<file path="config.mk">
export PLATFORM = sky130hd
export DESIGN_NAME = mem_arbiter
export DESIGN_NICKNAME = d
export VERILOG_FILES = /design/src/rtl/cpu_types_pkg.sv /design/src/rtl/mem_arb_timeout.sv /design/src/rtl/mem_arbiter.sv
export SDC_FILE = /design/constraint.sdc
export NUM_CORES = 1
export LEC_CHECK = 0
export CAP_MARGIN = 20
export CORE_AREA = 2 2 113 115
export CTS_CLUSTER_SIZE = 28
export DETAILED_ROUTE_END_ITERATION = 8
export DIE_AREA = 0 0 115 117
export PLACE_DENSITY = 0.85
export SLEW_MARGIN = 20
export SYNTH_ARGS = -nofsm -noshare
export SYNTH_HDL_FRONTEND = slang
export SYNTH_SLANG_ARGS = --single-unit
</file>
<file path="constraint.sdc">
create_clock -name CLK -period 3.7 [get_ports CLK]
set_input_delay 1.11 -clock CLK [delete_from_list [all_inputs] [get_ports CLK]]
set_output_delay 1.11 -clock CLK [all_outputs]
set_load 0.02 [all_outputs]
</file>
<file path="src/rtl/cpu_types_pkg.sv">
// cpu_types_pkg: shared types for the memory arbiter (FSM states, grant owner, data word).
package cpu_types_pkg;
  typedef enum logic [2:0] {IDLE, IBUSY, DBUSY, IDONE, DDONE} arb_state_t;
  typedef enum logic {GRANT_I, GRANT_D} grant_t;
  typedef logic [31:0] word_t;
endpackage

</file>
<file path="src/rtl/mem_arb_timeout.sv">
// mem_arb_timeout: counts busy cycles and flags a RAM access that never sees ramready.
module mem_arb_timeout #(
  parameter int TIMEOUT = 64
) (
  input  logic clk,
  input  logic rst,
  input  logic i_busy,
  input  logic i_ready,
  output logic o_expired,
  output logic o_err
);
  localparam int CW = $clog2(TIMEOUT + 1);
  logic [CW-1:0] r_cnt;
  logic r_err;
  // The counter idles at zero outside busy states, so every busy entry starts from zero.
  always_ff @(posedge clk) begin
    r_cnt <= (rst | ~i_busy | o_expired) ? '0 : r_cnt + 1'b1;
    r_err <= rst ? 1'b0 : r_err | o_expired;
  end
  assign o_expired = i_busy & ~i_ready & (r_cnt == CW'(TIMEOUT - 1));
  assign o_err = r_err;
endmodule

</file>
<file path="src/rtl/mem_arbiter.sv">
// mem_arbiter: round-robin sharing of one RAM port between fetch and data requesters.
// Defining MEMARB_TIMEOUT_EN adds a ramready timeout and a sticky err output.
module mem_arbiter
  import cpu_types_pkg::*;
#(
  parameter int ADDR_W  = 32,
  parameter int DATA_W  = 32,
  parameter int TIMEOUT = 64
) (
  input  logic              CLK,
  input  logic              RST,
  input  logic              halt,
  input  logic              iREN,
  input  logic [ADDR_W-1:0] iaddr,
  output logic              iwait,
  output logic [DATA_W-1:0] iload,
  input  logic              dREN,
  input  logic              dWEN,
  input  logic [ADDR_W-1:0] daddr,
  input  logic [DATA_W-1:0] dstore,
  output logic              dwait,
  output logic [DATA_W-1:0] dload,
  output logic              ramREN,
  output logic              ramWEN,
  output logic [ADDR_W-1:0] ramaddr,
  output logic [DATA_W-1:0] ramstore,
  input  logic [DATA_W-1:0] ramload,
  input  logic              ramready,
  output logic              halted
`ifdef MEMARB_TIMEOUT_EN
  , output logic            err
`endif
);
  arb_state_t r_state, w_next;
  grant_t r_last;
  logic r_halt_seen, r_ramren, r_ramwen;
  logic [ADDR_W-1:0] r_ramaddr;
  logic [DATA_W-1:0] r_ramstore, r_iload, r_dload;
  logic w_dreq, w_ireq, w_gnt_d, w_gnt_i, w_busy, w_expired;
  assign w_dreq  = dREN | dWEN;
  assign w_ireq  = iREN & ~r_halt_seen;
  assign w_gnt_d = w_dreq & (~w_ireq | (r_last == GRANT_I));
  assign w_gnt_i = w_ireq & ~w_gnt_d;
  assign w_busy  = (r_state == IBUSY) | (r_state == DBUSY);
`ifdef MEMARB_TIMEOUT_EN
  mem_arb_timeout #(.TIMEOUT(TIMEOUT)) u_timeout (
    .clk(CLK), .rst(RST), .i_busy(w_busy), .i_ready(ramready), .o_expired(w_expired), .o_err(err)
  );
`else
  // Without the timeout a busy state waits for ramready indefinitely.
  assign w_expired = (TIMEOUT < 0);
`endif
  always_ff @(posedge CLK) r_state <= RST ? IDLE : w_next;
  always_comb begin
    w_next = IDLE;
    case (r_state)
      IDLE:    w_next = w_gnt_d ? DBUSY : w_gnt_i ? IBUSY : IDLE;
      IBUSY:   w_next = ramready ? IDONE : w_expired ? IDLE : IBUSY;
      DBUSY:   w_next = ramready ? DDONE : w_expired ? IDLE : DBUSY;
      default: w_next = IDLE;
    endcase
  end
  always_ff @(posedge CLK) begin
    if (RST) begin
      r_last      <= GRANT_I;
      r_halt_seen <= 1'b0;
      r_ramren    <= 1'b0;
      r_ramwen    <= 1'b0;
      r_ramaddr   <= '0;
      r_ramstore  <= '0;
      r_iload     <= '0;
      r_dload     <= '0;
    end else begin
      r_halt_seen <= r_halt_seen | halt;
      if (r_state == IDLE && w_gnt_d) begin
        r_last     <= GRANT_D;
        r_ramren   <= ~dWEN;
        r_ramwen   <= dWEN;
        r_ramaddr  <= daddr;
        r_ramstore <= dstore;
      end else if (r_state == IDLE && w_gnt_i) begin
        r_last    <= GRANT_I;
        r_ramren  <= 1'b1;
        r_ramwen  <= 1'b0;
        r_ramaddr <= iaddr;
      end else if (w_busy && (ramready || w_expired)) begin
        r_ramren <= 1'b0;
        r_ramwen <= 1'b0;
        if (ramready && r_state == IBUSY) r_iload <= ramload;
        if (ramready && r_state == DBUSY) r_dload <= ramload;
      end
    end
  end
  always_comb begin
    iwait  = iREN & (r_state != IDONE);
    dwait  = w_dreq & (r_state != DDONE);
    halted = r_halt_seen & (r_state == IDLE) & ~w_dreq;
  end
  assign ramREN   = r_ramren;
  assign ramWEN   = r_ramwen;
  assign ramaddr  = r_ramaddr;
  assign ramstore = r_ramstore;
  assign iload    = r_iload;
  assign dload    = r_dload;
endmodule

</file>
==> impl_metrics.py, run 1 <==
metrics = {
    "global_routing": {
        "antenna_found_initial": 1,
        "gr-total-overflow": 0,
        "grtUsageTotal": 0.233,
        "grt_pass1_wl_um": 24400,
        "first_global_vias": 4949,
        "grt_max_degree": 62,
    },
    "drt": {
        "routed_wire_length_per_instance_um": 15.3,
        "routed_wl_um": 16100,
        "drtPass1Iterations": 5,
        "viasPerCell": 5.07,
        "drt_iter0_markers": 378,
        "final_antenna_net_count": 0,
        "drc": 0,
        "via_count": 5335,
    },
    "cells_and_area": {
        "syn_to_final_growth_pct": 65.5,
        "nets": 1026,
        "fillers": 967,
        "antenna_cells": 0,
        "drive_above_1_share": 0.0775,
    },
    "critical_path": {
        "crit_required_ns": 2.59,
        "cp_max_fo": 3,
        "crit_top_cell": "clkdlybuf4s50_1",
        "crit_buf_inv": 2,
        "cp.arrival_ns": 2.49,
        "crit_family": "buffers and inverters",
        "slowest_stage": "clkdlybuf4s50_1",
        "critPathKind": "in2out",
        "cpPeakStageDelay_ns": 0.60,
        "start_kind": "input pin",
        "crit_chain": "clkdlybuf4s50_1, nor2_2, and3_1, clkdlybuf4s50_1",
        "end_kind": "primary output",
    },
    "yosys": {
        "synth_area_um2": 5130,
        "async_reset_ff_frac": 0,
        "synth_top_area_frac": 0.526,
        "ys_types": 26,
        "synth_edf_count": 0,
        "syn_avg_cell_area_um2": 8.00,
        "postSynthCellCount": 642,
        "synth.ff_latch_count": 135,
        "yosysTopAreaCell": "dfxtp_1",
        "ys_top_cells_by_area": "dfxtp_1 53%, nand2_1 19%, a21oi_1 9.7%",
        "synthFlopType": "dfxtp_1",
        "yosys_warnings": 0,
        "ys_seq_area_frac": 0.526,
        "syn-num-nets": 777,
    },
    "clocking": {
        "clk_path_buf_depth": 2,
        "cts_hold_buf": 0,
        "cts_buffers": 17,
        "clkSlewWorstSetupHoldPaths_ns": 0.05,
        "cts_tree": "done",
        "clockRootBuffer": "clkbuf_16",
        "clock_sinks": 135,
        "h-tree-depth": 4,
        "clk_latency_ns": 0.42,
    },
    "placed_design": {
        "gp_congestion": 0.824,
        "pre_cts_ws_ns": 0.0518,
        "io_buffers": 267,
        "place_hpwl_um": 11400,
    },
    "floorplan": {
        "die_x_um": 115,
        "ios": 268,
        "design.die.area_um2": 13500,
        "fp.dieH_um": 117,
        "start_util": 0.417,
        "floorplan.rows": 41,
        "core_um2": 12300,
    },
    "pwr": {
        "leakage_uw": 0.00305,
        "power_uw": 4220,
        "p_per_area_nw_per_um2": 496,
        "ir_worst_vdd_v": 0.000260,
    },
    "timing": {
        "fin_ws_ns": 0.0989,
        "slew_headroom": 0.422,
        "worst_pin_slew_ns": 0.865,
        "setup_viol": 0,
        "skew_ns": 0.0117,
        "maxSlewViolCount": 0,
        "min_period_over_period": 0.973,
        "max_freq_mhz": 278,
        "tns_ns": 0,
        "rsz0062_at_grt": "false",
        "hold_violations": 0,
        "fin_crit_ns": 3.60,
    },
    "worst_hold_path": {
        "hold_class": "reg2reg",
    },
    "outcome": {
        "status": "finished, final reports clean",
    },
    "flow_run": {
        "cap_violations": 0,
    },
}
## registers in the layout, indices dropped and copies added, names as in the netlist
signal	count
dload	32
iload	32
r_halt_seen	1
r_last	1
r_state	3
ramREN	1
ramWEN	1
ramaddr	32
ramstore	32
## synth_stat cells, types with 2 or more instances
cell type,number
a21oi_1,100
a311oi_1,12
a311oi_2,20
and2_1,3
buf_1,2
buf_2,7
buf_6,4
clkbuf_1,38
dfxtp_1,135
nand2_1,261
nand2b_1,3
nand4_1,2
nor2_1,38
nor2b_1,4
nor3_1,2
## final timing paths
check / slack, ns / to / cells after the start / start
hold reg to reg: 0.45 / dload[10] / 2 / dload[10]
hold / removal: 0.45 / dload[10] / 2 / dload[10]
setup / recovery: 0.1 / halted / 4 / dWEN
setup reg to reg: 1.48 / ramstore[30] / 5 / r_state[2]
## placed cells by master, fill, tap and decap left out, types with 2 or more instances in the layout
cell	count
nor2_1	37
nand2b_1	3
dfxtp_1	135
nand2_1	261
buf_4	13
bufinv_16	2
nand4_1	2
and2_1	3
clkbuf_16	17
nor3_1	2
clkinv_2	5
nor2b_1	4
clkinv_4	3
a311oi_2	20
clkdlybuf4s50_1	266
buf_12	3
a311oi_1	12
a21oi_1	100
## worst reg2reg max path, stage by stage, from the launching register on
cell      delay (ns)
dfxtp_1         0.42
or3_4           0.41
a211oi_4        0.74
buf_4           0.34
nand2_1         0.09
a21oi_1         0.14
## metal layers
| layer | vias to the layer above | global-route usage | part of all wire |
|---|---|---|---|
| met3 | 40 | 0.0881 | 0.089 |
| met1 | 2430 | 0.258 | 0.39 |
| met4 | 2 | 0.125 | 0.038 |
| met2 | 248 | 0.391 | 0.49 |
| met5 | - | 0 | 0.00081 |
| li1 | 2615 | - | - |
## what timing repair did
action | 4_1_cts | 5_1_grt
endpoints found under the setup margin | 0 | 1
buffers inserted | 0 | 0
resized for setup | 0 | 1
## logic make-up (layout without fill, tap and decap cells)
group           count (synthesis)  count (layout)  synth area share
mux                             1               1           0.00195
buf+inv                        52             313            0.0458
compound gates                139             139             0.187
flops                         135             135             0.526
simple gates                  315             315             0.239
## area by class of cell
cell class,count,area (µm²),share of cell area
Multi-Input combinational cell,455,2210,0.261
Clock inverter,12,128,0.0150
Tap cell,150,188,0.0221
Sequential cell,135,2700,0.318
Clock buffer,19,443,0.0521
Timing Repair Buffer,282,2820,0.332
## stage by stage
stage | util | hold WS (ns) | std cells | cell area [µm²]
after detailed placement | 0.643 | 0.445 | 1022 | 7920
after global placement | 0.643 | 0.441 | 1022 | 7920
after floorplan | - | 0.452 | 642 | 5130
final | 0.690 | 0.449 | 1053 | 8500
after CTS | 0.690 | 0.453 | 1053 | 8490
after global routing | 0.690 | 0.464 | 1053 | 8500
## power by group
part | total, µW | internal (µW) | switching (µW)
Sequential | 1640 | 1570 | 65.5
Clock | 1620 | 1000 | 622
Combinational | 952 | 458 | 494
Total | 4220 | 3040 | 1180
No activity file was read; power rests on OpenSTA's default activity.
==> run 2, diff against run 1 <==
--- a/config.mk
+++ b/config.mk
@@ -6,11 +6,11 @@
 export NUM_CORES = 1
 export LEC_CHECK = 0
 export CAP_MARGIN = 20
-export CORE_AREA = 2 2 113 115
+export CORE_AREA = 2 2 123 125
 export CTS_CLUSTER_SIZE = 28
 export DETAILED_ROUTE_END_ITERATION = 8
-export DIE_AREA = 0 0 115 117
-export PLACE_DENSITY = 0.85
+export DIE_AREA = 0 0 125 127
+export PLACE_DENSITY = 0.76
 export SLEW_MARGIN = 20
 export SYNTH_ARGS = -nofsm -noshare
 export SYNTH_HDL_FRONTEND = slang
==> constraint.sdc (replaced) <==
create_clock -name CLK -period 3.2 [get_ports CLK]
set_input_delay 0.96 -clock CLK [delete_from_list [all_inputs] [get_ports CLK]]
set_output_delay 0.96 -clock CLK [all_outputs]
set_load 0.02 [all_outputs]
==> run 2 against run 1 <==
Global-route usage down 3.0 points. First-iteration DRC count is 38% lower. Combinational power rose by 14%. Critical path type unchanged.
==> impl_metrics.py, run 2 (synthesized netlist as in run 1, its figures left out) <==
metrics = {
    "outcome": {
        "status": "finished, final reports clean",
    },
    "global_routing": {
        "antenna_found_initial": 0,
        "first_global_vias": 5009,
        "grt_pass1_wl_um": 25700,
        "grtUsageTotal": 0.203,
        "gr-total-overflow": 0,
        "grt_max_degree": 136,
    },
    "critical_path": {
        "start_kind": "input pin",
        "cp_max_fo": 2,
        "end_kind": "primary output",
        "cp.arrival_ns": 2.14,
        "crit_required_ns": 2.24,
        "critPathKind": "in2out",
    },
    "timing": {
        "maxSlewViolCount": 0,
        "tns_ns": 0,
        "rsz0062_at_grt": "false",
        "fin_ws_ns": 0.0952,
        "max_freq_mhz": 322,
        "min_period_over_period": 0.970,
        "slew_headroom": 0.520,
        "skew_ns": 0.00695,
        "fin_crit_ns": 3.10,
        "worst_pin_slew_ns": 0.720,
        "setup_viol": 0,
        "hold_violations": 0,
    },
    "floorplan": {
        "fp.dieH_um": 127,
        "core_um2": 14400,
        "start_util": 0.356,
        "floorplan.rows": 44,
        "design.die.area_um2": 15900,
        "ios": 268,
        "die_x_um": 125,
    },
    "cells_and_area": {
        "antenna_cells": 0,
        "syn_to_final_growth_pct": 66.8,
        "drive_above_1_share": 0.0775,
        "stdcell_count": 1087,
        "final_area_um2": 8560,
        "nets": 1025,
        "layout_commonest_cell": "clkdlybuf4s50_1",
        "mostFrequentLayoutCells": "264 x clkdlybuf4s50_1, 261 x nand2_1, 135 x dfxtp_1",
    },
    "clocking": {
        "clk_path_buf_depth": 2,
        "cts_setup_buffers": 0,
        "clock_sinks": 135,
        "clockRootBuffer": "clkbuf_16",
        "cts_tree": "done",
        "clk_latency_ns": 0.41,
        "clkSlewWorstSetupHoldPaths_ns": 0.05,
        "h-tree-depth": 4,
        "cts_buffers": 17,
    },
    "pwr": {
        "power_uw": 4930,
        "p_per_area_nw_per_um2": 575,
        "ir_worst_vdd_v": 0.000404,
        "leakage_uw": 0.00304,
    },
    "flow_run": {
        "cap_violations": 0,
    },
    "drt": {
        "final_antenna_net_count": 0,
        "viasPerCell": 4.82,
        "drtPass1Iterations": 5,
        "drt_iter0_markers": 234,
        "routed_wire_length_per_instance_um": 14.8,
        "routed_wl_um": 16100,
        "via_count": 5243,
        "drc": 0,
    },
    "placed_design": {
        "place_area_um2": 7970,
        "io_buffers": 267,
        "place_hpwl_um": 10800,
        "pre_cts_ws_ns": -0.185,
        "gp_congestion": 0.765,
        "placed_cells": 1055,
    },
    "worst_hold_path": {
        "hold_class": "reg2reg",
    },
}
-- run 2: cell types whose count changed in the layout (fill, tap and decap cells not counted) --
cell | previous run | this run
buf_12 | 3 | 4
buf_4 | 13 | 11
clkbuf_8 | 1 | 3
clkdlybuf4s50_1 | 266 | 264
clkinv_2 | 5 | 2
clkinv_4 | 3 | 1
clkinvlp_4 | 1 | 6
dlygate4sd2_1 | 0 | 2
inv_6 | 1 | 0
-- run 2: critical path, stage by stage --
cell	delay [ns]
clkdlybuf4s50_1	0.47
o21a_1	0.12
clkdlybuf4s50_1	0.60
-- run 2: path summary, 6_finish.rpt --
path | startpoint | to | slack (ns) | cells after the start
hold reg to reg | dload[10] | dload[10] | 0.45 | 2
hold / removal | dload[10] | dload[10] | 0.45 | 2
setup reg to reg | r_state[1] | ramaddr[31] | 1.34 | 4
setup / recovery | iREN | iwait | 0.1 | 3
-- run 2: per-stage QoR --
| step | hold WS [ns] | utilization |
|---|---|---|
| after global placement | 0.440 | 0.553 |
| after CTS | 0.453 | 0.594 |
| final | 0.449 | 0.594 |
| after global routing | 0.469 | 0.594 |
| after floorplan | 0.452 | - |
| after detailed placement | 0.446 | 0.553 |
-- run 2: timing repair --
action                                  in CTS  in global routing
endpoints found under the setup margin       2                  0
hold buffers                                 0                  0
resized for setup                            3                  0
hold endpoints to repair                     0                  0
-- run 2: final cells by class --
cell class              count  area [µm²]
clock buffers              21         470
flip-flops and latches    135        2700
clock inverters            11         124
well taps                 184         230
multi-input cells         455        2210
fillers                  1326        5860
repair buffers            281        2820
-- run 2: report_power, final --
| part | switching [µW] | internal, µW |
|---|---|---|
| clock network | 731 | 1210 |
| logic | 566 | 529 |
| registers | 76.2 | 1820 |
| total | 1370 | 3560 |
-- run 2: layer usage --
metal / GRT usage / vias up / routed length (µm)
li1: - / 2604 / -
met1: 0.231 / 2407 / 6570
met2: 0.341 / 209 / 7680
met3: 0.0896 / 23 / 1500
met4: 0.0706 / 0 / 332
met5: 0 / - / 0
